<file path="config.mk">
export PLATFORM = sky130hd
export DESIGN_NAME = nrs_ls_estimator
export DESIGN_NICKNAME = d
export VERILOG_FILES = /design/src/rtl/nrs_ls_estimator.sv
export SDC_FILE = /design/constraint.sdc
export NUM_CORES = 1
export LEC_CHECK = 0
export BUFFER_PORTS_ARGS = -buffer_cell sky130_fd_sc_hd__buf_2
export CORE_UTILIZATION = 49
export CTS_CLUSTER_SIZE = 25
export DETAILED_ROUTE_END_ITERATION = 8
export GPL_TIMING_DRIVEN = 1
export HOLD_SLACK_MARGIN = 0.15
export PLACE_DENSITY_LB_ADDON = 0.05
export SLEW_MARGIN = 40
export SYNTH_ARGS = -nofsm -noshare
export SYNTH_HDL_FRONTEND = slang
export SYNTH_SLANG_ARGS = --single-unit
</file>
<file path="constraint.sdc">
create_clock -name clk -period 6 [get_ports clk]
set_input_delay 0.6 -clock clk [delete_from_list [all_inputs] [get_ports clk]]
set_output_delay 0.6 -clock clk [all_outputs]
set_load 0.01 [all_outputs]
</file>
<file path="src/rtl/nrs_ls_estimator.sv">
// LS channel estimator for NRS pilots: rx * conj(qpsk)/sqrt(2), rounded, into a DEPTH-entry buffer.
// Define NRS_EST_SAT_EN to saturate estimates instead of wrapping them to WIDTH bits.
module nrs_ls_estimator #(
    parameter int unsigned WIDTH = 16,
    parameter int unsigned DEPTH = 8,
    parameter logic [15:0] SCALE = 16'd23170,
    parameter int unsigned AW    = $clog2(DEPTH)
) (
    input  logic                    clk,
    input  logic                    rst,
    input  logic                    clear,
    input  logic                    in_valid,
    output logic                    in_ready,
    input  logic signed [WIDTH-1:0] rx_r,
    input  logic signed [WIDTH-1:0] rx_i,
    input  logic                    nrs_r,
    input  logic                    nrs_i,
    input  logic                    rd_en,
    input  logic [AW-1:0]           rd_addr,
    output logic signed [WIDTH-1:0] rd_r,
    output logic signed [WIDTH-1:0] rd_i,
    output logic [AW:0]             est_count,
    output logic                    full,
    output logic                    done
);

    localparam int unsigned SW = WIDTH + 1;
`ifdef NRS_EST_SAT_EN
    localparam int unsigned PW = WIDTH + 17;
`else
    // Only the low WIDTH bits of q survive, so the top product bits are never needed.
    localparam int unsigned PW = WIDTH + 15;
`endif
    localparam int unsigned QW = PW - 15;

    logic                    s1_valid, s2_valid, s3_valid;
    logic signed [SW-1:0]    s1_r, s1_i;
    logic signed [PW-1:0]    s2_r, s2_i;
    logic        [WIDTH-1:0] s3_r, s3_i;
    logic        [AW-1:0]    wr_ptr;
    logic        [WIDTH-1:0] buf_r [DEPTH];
    logic        [WIDTH-1:0] buf_i [DEPTH];

    logic signed [SW-1:0]    ext_r, ext_i, sgn_rr, sgn_ri, sgn_ii, sgn_ir, sum_r, sum_i;
    logic signed [PW-1:0]    prod_r, prod_i;
    logic        [PW-1:0]    rnd_r, rnd_i;
    logic        [QW-1:0]    q_r, q_i;
    logic        [AW+1:0]    occupancy;
    logic                    accept, commit;

    function automatic logic [WIDTH-1:0] reduce(input logic [QW-1:0] q);
`ifdef NRS_EST_SAT_EN
        if (&q[QW-1:WIDTH-1] || ~|q[QW-1:WIDTH-1]) begin
            return q[WIDTH-1:0];
        end
        return q[QW-1] ? {1'b1, {(WIDTH-1){1'b0}}} : {1'b0, {(WIDTH-1){1'b1}}};
`else
        return q;
`endif
    endfunction

    always_comb begin
        ext_r  = {rx_r[WIDTH-1], rx_r};
        ext_i  = {rx_i[WIDTH-1], rx_i};
        sgn_rr = nrs_r ? -ext_r : ext_r;
        sgn_ri = nrs_r ? -ext_i : ext_i;
        sgn_ii = nrs_i ? -ext_i : ext_i;
        sgn_ir = nrs_i ? -ext_r : ext_r;
        sum_r  = sgn_rr + sgn_ii;
        sum_i  = sgn_ri - sgn_ir;
        prod_r = PW'(s1_r) * PW'($signed({1'b0, SCALE}));
        prod_i = PW'(s1_i) * PW'($signed({1'b0, SCALE}));
        rnd_r  = s2_r + PW'(16384);
        rnd_i  = s2_i + PW'(16384);
        q_r    = rnd_r[PW-1:15];
        q_i    = rnd_i[PW-1:15];
    end

    always_comb begin
        occupancy = {1'b0, est_count} + (AW+2)'(s1_valid) + (AW+2)'(s2_valid)
                  + (AW+2)'(s3_valid);
        full      = (occupancy == (AW+2)'(DEPTH));
        in_ready  = !full && !clear;
        accept    = in_valid && in_ready;
        commit    = s3_valid && !clear;
    end

    always_ff @(posedge clk or negedge rst) begin
        if (!rst) begin
            s1_valid  <= 1'b0;
            s2_valid  <= 1'b0;
            s3_valid  <= 1'b0;
            s1_r      <= '0;
            s1_i      <= '0;
            s2_r      <= '0;
            s2_i      <= '0;
            s3_r      <= '0;
            s3_i      <= '0;
            wr_ptr    <= '0;
            est_count <= '0;
            done      <= 1'b0;
        end else begin
            s1_r <= sum_r;
            s1_i <= sum_i;
            s2_r <= prod_r;
            s2_i <= prod_i;
            s3_r <= reduce(q_r);
            s3_i <= reduce(q_i);
            if (clear) begin
                s1_valid  <= 1'b0;
                s2_valid  <= 1'b0;
                s3_valid  <= 1'b0;
                wr_ptr    <= '0;
                est_count <= '0;
                done      <= 1'b0;
            end else begin
                s1_valid <= accept;
                s2_valid <= s1_valid;
                s3_valid <= s2_valid;
                done     <= s3_valid && (est_count == (AW+1)'(DEPTH - 1));
                if (s3_valid) begin
                    wr_ptr    <= wr_ptr + AW'(1);
                    est_count <= est_count + (AW+1)'(1);
                end
            end
        end
    end

    always_ff @(posedge clk or negedge rst) begin
        if (!rst) begin
            for (int k = 0; k < int'(DEPTH); k++) begin
                buf_r[k] <= '0;
                buf_i[k] <= '0;
            end
        end else if (commit) begin
            buf_r[wr_ptr] <= s3_r;
            buf_i[wr_ptr] <= s3_i;
        end
    end

    // Same-cycle read of the address being written returns the old content.
    always_ff @(posedge clk or negedge rst) begin
        if (!rst) begin
            rd_r <= '0;
            rd_i <= '0;
        end else if (rd_en) begin
            rd_r <= $signed(buf_r[rd_addr]);
            rd_i <= $signed(buf_i[rd_addr]);
        end
    end

endmodule

</file>
=== After elaboration in Yosys (flattened, before gate mapping) ===
Index checks and enable logic that the tools add are counted.

* $add $sub $neg: 11
* $mul: 2
* Divide/modulo/power cells: 0
* Magnitude comparators: 3
* Equality and inequality tests: 2
* Shift-type cells: 0
* Mux-type cells: 22
* Bitwise gates (word level): 2
* Reduce and logical (&&, ||, !) cells: 8

{| class="wikitable"
|+ Operators by type and width
! operator !! number
|-
| $bwmux W128 || 2
|-
| $bmux W16 S3 || 2
|-
| $mux W16 || 5
|-
| $mux W17 || 4
|-
| $add A31 B16 Y31 const B || 2
|-
| $mul A17 B15 Y30 const B || 2
|-
| $demux W16 S3 || 1
|-
| $neg A16 Y17 || 2
|-
| $add A17 B17 Y17 || 1
|-
| $sub A17 B17 Y17 || 1
|-
| $add A5 B1 Y5 || 2
|-
| $ge A4 B4 Y1 const B || 2
|-
| $mux W4 || 2
|-
| $not A3 Y4 || 2
|-
| $mux W3 || 2
|-
| $add A4 B1 Y5 || 1
|-
| $eq A5 B4 Y1 const B || 1
|-
| $logic_and A1 B1 Y1 || 5
|-
| $add A4 B1 Y4 const B || 1
|-
| $eq A4 B3 Y1 const B || 1
|-
| $lt A4 B1 Y1 const B || 1
|-
| $mux W1 || 4
|-
| $add A3 B1 Y3 const B || 1
|-
| $logic_not A1 Y1 || 2
|-
| $reduce_bool A2 Y1 || 1
|}

* Register bits: 425
* Latch bits: 0
* RAM bits: 0
* ROM bits: 0
* Input bits: 42
* Output and inout bits: 39
* Logic and storage cells: 80
* Memories kept: 0

=== Depth between registers and ports, before layout ===
* Word-level depth: 8
* Depth in mapped cells: 18
* Depth with buffers taken out: 18

=== Least setup slack after synthesis ===
No wires, ideal clock.

* Kind: register to register
* From: reg s1_r[11]
* To: reg s2_r[30]
* Setup time: 0.125 ns
* Arrival: 4.757 ns
* Required time: 5.875 ns
* Setup slack: 1.118 ns
* Stages on the path, launching flop included: 17
* Buffers on the path: 0
* Period minus slack after synthesis: 4.882 ns
* Cell sequence: dfrtp_1 -> ha_1 -> inv_1 -> fa_1 -> inv_1 -> fa_1 -> fa_1 -> fa_1 -> ha_1 -> ha_1 -> nand3_1 -> or3_1 -> a211oi_1 -> nor4b_1 -> o31ai_1 -> a21oi_1 -> xnor2_1

* Cells in the longest elaborated chain, start to end: 1

{| class="wikitable"
|+ Ends and longest elaborated chain
! item !! line !! text
|-
| from (decl) || 37 || <nowiki>logic signed [SW-1:0] s1_r, s1_i;</nowiki>
|-
| from (signal assigned) || 103 || <nowiki>s1_r <= sum_r;</nowiki>
|-
| $mul A17 B15 Y30 || 71 || <nowiki>prod_r = PW'(s1_r) * PW'($signed({1'b0, SCALE}));</nowiki>
|-
| via prod_r[30] || 45 || <nowiki>logic signed [PW-1:0] prod_r, prod_i;</nowiki>
|-
| to (signal assigned) || 105 || <nowiki>s2_r <= prod_r;</nowiki>
|-
| to (decl) || 38 || <nowiki>logic signed [PW-1:0] s2_r, s2_i;</nowiki>
|}

The timed path passes the listed nets, and every way through them passes these cells.
A chain may end at the register's enable or synchronous reset.

=== Final worst setup path ===
* From: reg s1_r[13]
* To: reg s2_r[30]

The elaborated chain is that of the path after synthesis.

==> impl_metrics.env <==
export IMPL_status="finished, final reports clean"
export IMPL_synth_area_leaders="dfrtp_1 38%, ha_1 14%, fa_1 9.9%"
export IMPL_avgSynthCellArea_um2=12.26
export IMPL_cts_num_sinks=398
export IMPL_synth_compound_area_share_pct=4.837
export IMPL_r2r_start="s1_r[13]"
export IMPL_post_route_min_period_ps=5284
export IMPL_viasPerCell=5.366
export IMPL_syn2layout_area_growth_pct=10.53
export IMPL_slew_limit_headroom_pct=48.57
export IMPL_cts_root_buf="clkbuf_16"
export IMPL_io_buffers=80
export IMPL_final_hold_viol_count=0
export IMPL_synth_flop_cell="dfrtp_1"
export IMPL_post_route_period_util_pct=88.07
export IMPL_arrival_ps=5730
export IMPL_critical_path_required_ps=6450
export IMPL_slowest_delay_ps=520
export IMPL_cp_cell_sequence="ha_1, inv_1, fa_1, inv_1, fa_1, fa_1, fa_1, ha_1, ha_1, nand3_1, or3_1, a211oi_1, nor4b_1, o31ai_1, a21oi_1, xnor2_1"
export IMPL_chipWidth_um=232.0
export IMPL_synthXorXnorAreaFrac_pct=5.406
export IMPL_synth_seq_cells=398
export IMPL_drc=0
export IMPL_tightest_slew_ps=771.5
export IMPL_die_y_um=232.0
export IMPL_first_pass_iters=5
export IMPL_nNetsFinal=2641
export IMPL_crit_fanout=6
export IMPL_fmaxAchievable_mhz=189.2
export IMPL_ys_seq_area_share_pct=38.42
export IMPL_cts_clk_slew_worst_paths_ps=50
export IMPL_syn_inst=2114
export IMPL_antenna_found_initial=1
export IMPL_core_um2=51820
export IMPL_cp_end_kind="register"
export IMPL_max_cap_viol_count=0
export IMPL_grt_overflow=0
export IMPL_grt_max_degree=139
export IMPL_grt_pass1_wl_um=89530
export IMPL_dp_hpwl_um=37750
export IMPL_yosysMostFrequentCell="dfrtp_1"
export IMPL_synthArstFlopShare_pct=100.0
export IMPL_cp_common_cell="fa_1"
export IMPL_synth_simple_area_share_pct=5.402
export IMPL_die_area_um2=53820
export IMPL_clock_path_buffers=3
export IMPL_grt_pass1_vias=16940
export IMPL_hold_start="in_valid"
export IMPL_wl_per_cell_um=18.24
export IMPL_synth_largest_area_cell="dfrtp_1"
export IMPL_drive_above_1_share_pct=18.87
export IMPL_post_synth_top_area_fraction_pct=38.42
export IMPL_netlist_area_um2=25920
export IMPL_start_util_pct=50.02
export IMPL_tns_ps=0
export IMPL_synthTopCellsByCount="398 x dfrtp_1, 280 x ha_1, 237 x inv_1"
export IMPL_path_class="reg -> reg"
export IMPL_worstSetupStartpointType="register"
export IMPL_routabilityCongestion=0.8287
export IMPL_drt_iter0_markers=634
export IMPL_cpMaxStageDelayCell="fa_1"
export IMPL_diodes=0
export IMPL_drv_slew=0
export IMPL_cp_top_family="adder cells"
export IMPL_cts_tree="yes"
export IMPL_num_io_pins=81
export IMPL_synth_edff_count=0
export IMPL_worstSkewPairLatency_ps=580
export IMPL_synthAdderAreaFrac_pct=23.40
export IMPL_hold_path_class="in -> reg"
export IMPL_synth_mux_area_fraction_pct=18.07
export IMPL_syn_nets=2564
export IMPL_cts_buffers=45
export IMPL_crit_start="s1_r[13]"
export IMPL_grt_use_total_pct=21.07
export IMPL_wl_um=52990
export IMPL_vias=15590
export IMPL_ant_nets=0
export IMPL_htree_levels=2
export IMPL_setup_viol=0
export IMPL_critPathBufInv=2
export IMPL_placementRows=83
export IMPL_rsz0062_at_grt="false"
export IMPL_ys_warn_count=0
export IMPL_num_fill_cells=4353
export IMPL_fin_skew_ps=21.28
export IMPL_synth_cell_type_count=58
export IMPL_synth_top_family_by_area="adder cells"
==> per-layer routing <==
layer	track usage [%]	part of all wire, %	vias up
met5	0	0.025	-
met2	36.21	49	196
met1	27.70	46	7878
met4	5.921	2.4	2
met3	2.984	2.9	84
li1	-	-	7433
==> sequential cells by signal, summed over array words and instances, names as in the netlist <==
register and flops:
buf_i 128, buf_r 128, done 1, est_count 4, rd_i 16, rd_r 16, s1_i 17, s1_r 16
s1_valid 1, s2_i 17, s2_r 17, s2_valid 1, s3_i 16, s3_r 16, s3_valid 1, wr_ptr 3
==> through the flow <==
step	hold slack [ps]	cell area [um2]	util (%)	setup WS (ps)	std cells
after floorplan	304.4	25920	-	1118	2114
after global placement	447.2	27100	52.29	821.6	2821
after detailed placement	448.2	27140	52.37	719.9	2823
after CTS	211.7	28650	55.29	699.1	2906
after global routing	239.8	28650	55.29	426.6	2906
final	241.5	28650	55.29	715.7	2906
==> kinds of logic after synthesis <==
| kind of cell | Yosys count |
|---|---|
| multiplexers | 356 |
| flip-flops | 398 |
| adder cells (fa/ha/maj) | 408 |
| AND/OR/NAND/NOR | 290 |
| AO/OA/AOI/OAI | 195 |
| XOR/XNOR | 160 |
| buffers and inverters | 307 |
==> what timing repair did <==
item | CTS | global route
resized for setup | 0 | 0
hold buffers | 1 | 0
buffers inserted | 0 | 0
hold endpoints to repair | 54 | 0
==> area by class of cell <==
| cell class | count | area (um2) | area share [%] |
|---|---|---|---|
| Multi-Input combinational cell | 1409 | 14830 | 51.77 |
| Tap cell | 680 | 850.8 | 2.970 |
| Clock inverter | 15 | 161.4 | 0.5634 |
| Clock buffer | 67 | 1340 | 4.677 |
| Timing Repair Buffer | 100 | 616.8 | 2.153 |
| Inverter | 237 | 889.6 | 3.105 |
| Sequential cell | 398 | 9960 | 34.76 |
==> path summary, 6_finish.rpt <==
| kind | endpoint | slack [ps] | cells after the start |
|---|---|---|---|
| hold reg to reg | s3_r[9] | 450 | 1 |
| min in group asynchronous | s3_valid | 550 | 2 |
| max in group asynchronous | s1_i[16] | 4020 | 4 |
| setup reg to reg | s2_r[30] | 720 | 16 |
| setup / recovery | s2_r[30] | 720 | 16 |
| hold / removal | s1_valid | 240 | 2 |
==> placed cells by master (no fill, tap or decap), drive strengths merged, types with 64 or more instances in the layout <==
cell type	synthesis	routed
fa	128	128
nand2	85	85
clkbuf	48	67
xnor2	112	112
ha	280	280
mux4	64	64
nor2	85	85
a21oi	73	73
mux2	256	256
inv	237	239
dfrtp	398	398
buf	22	99
Power is not shown: default switching activity piles up to over one toggle a cycle in this logic, so the estimate is an artifact.
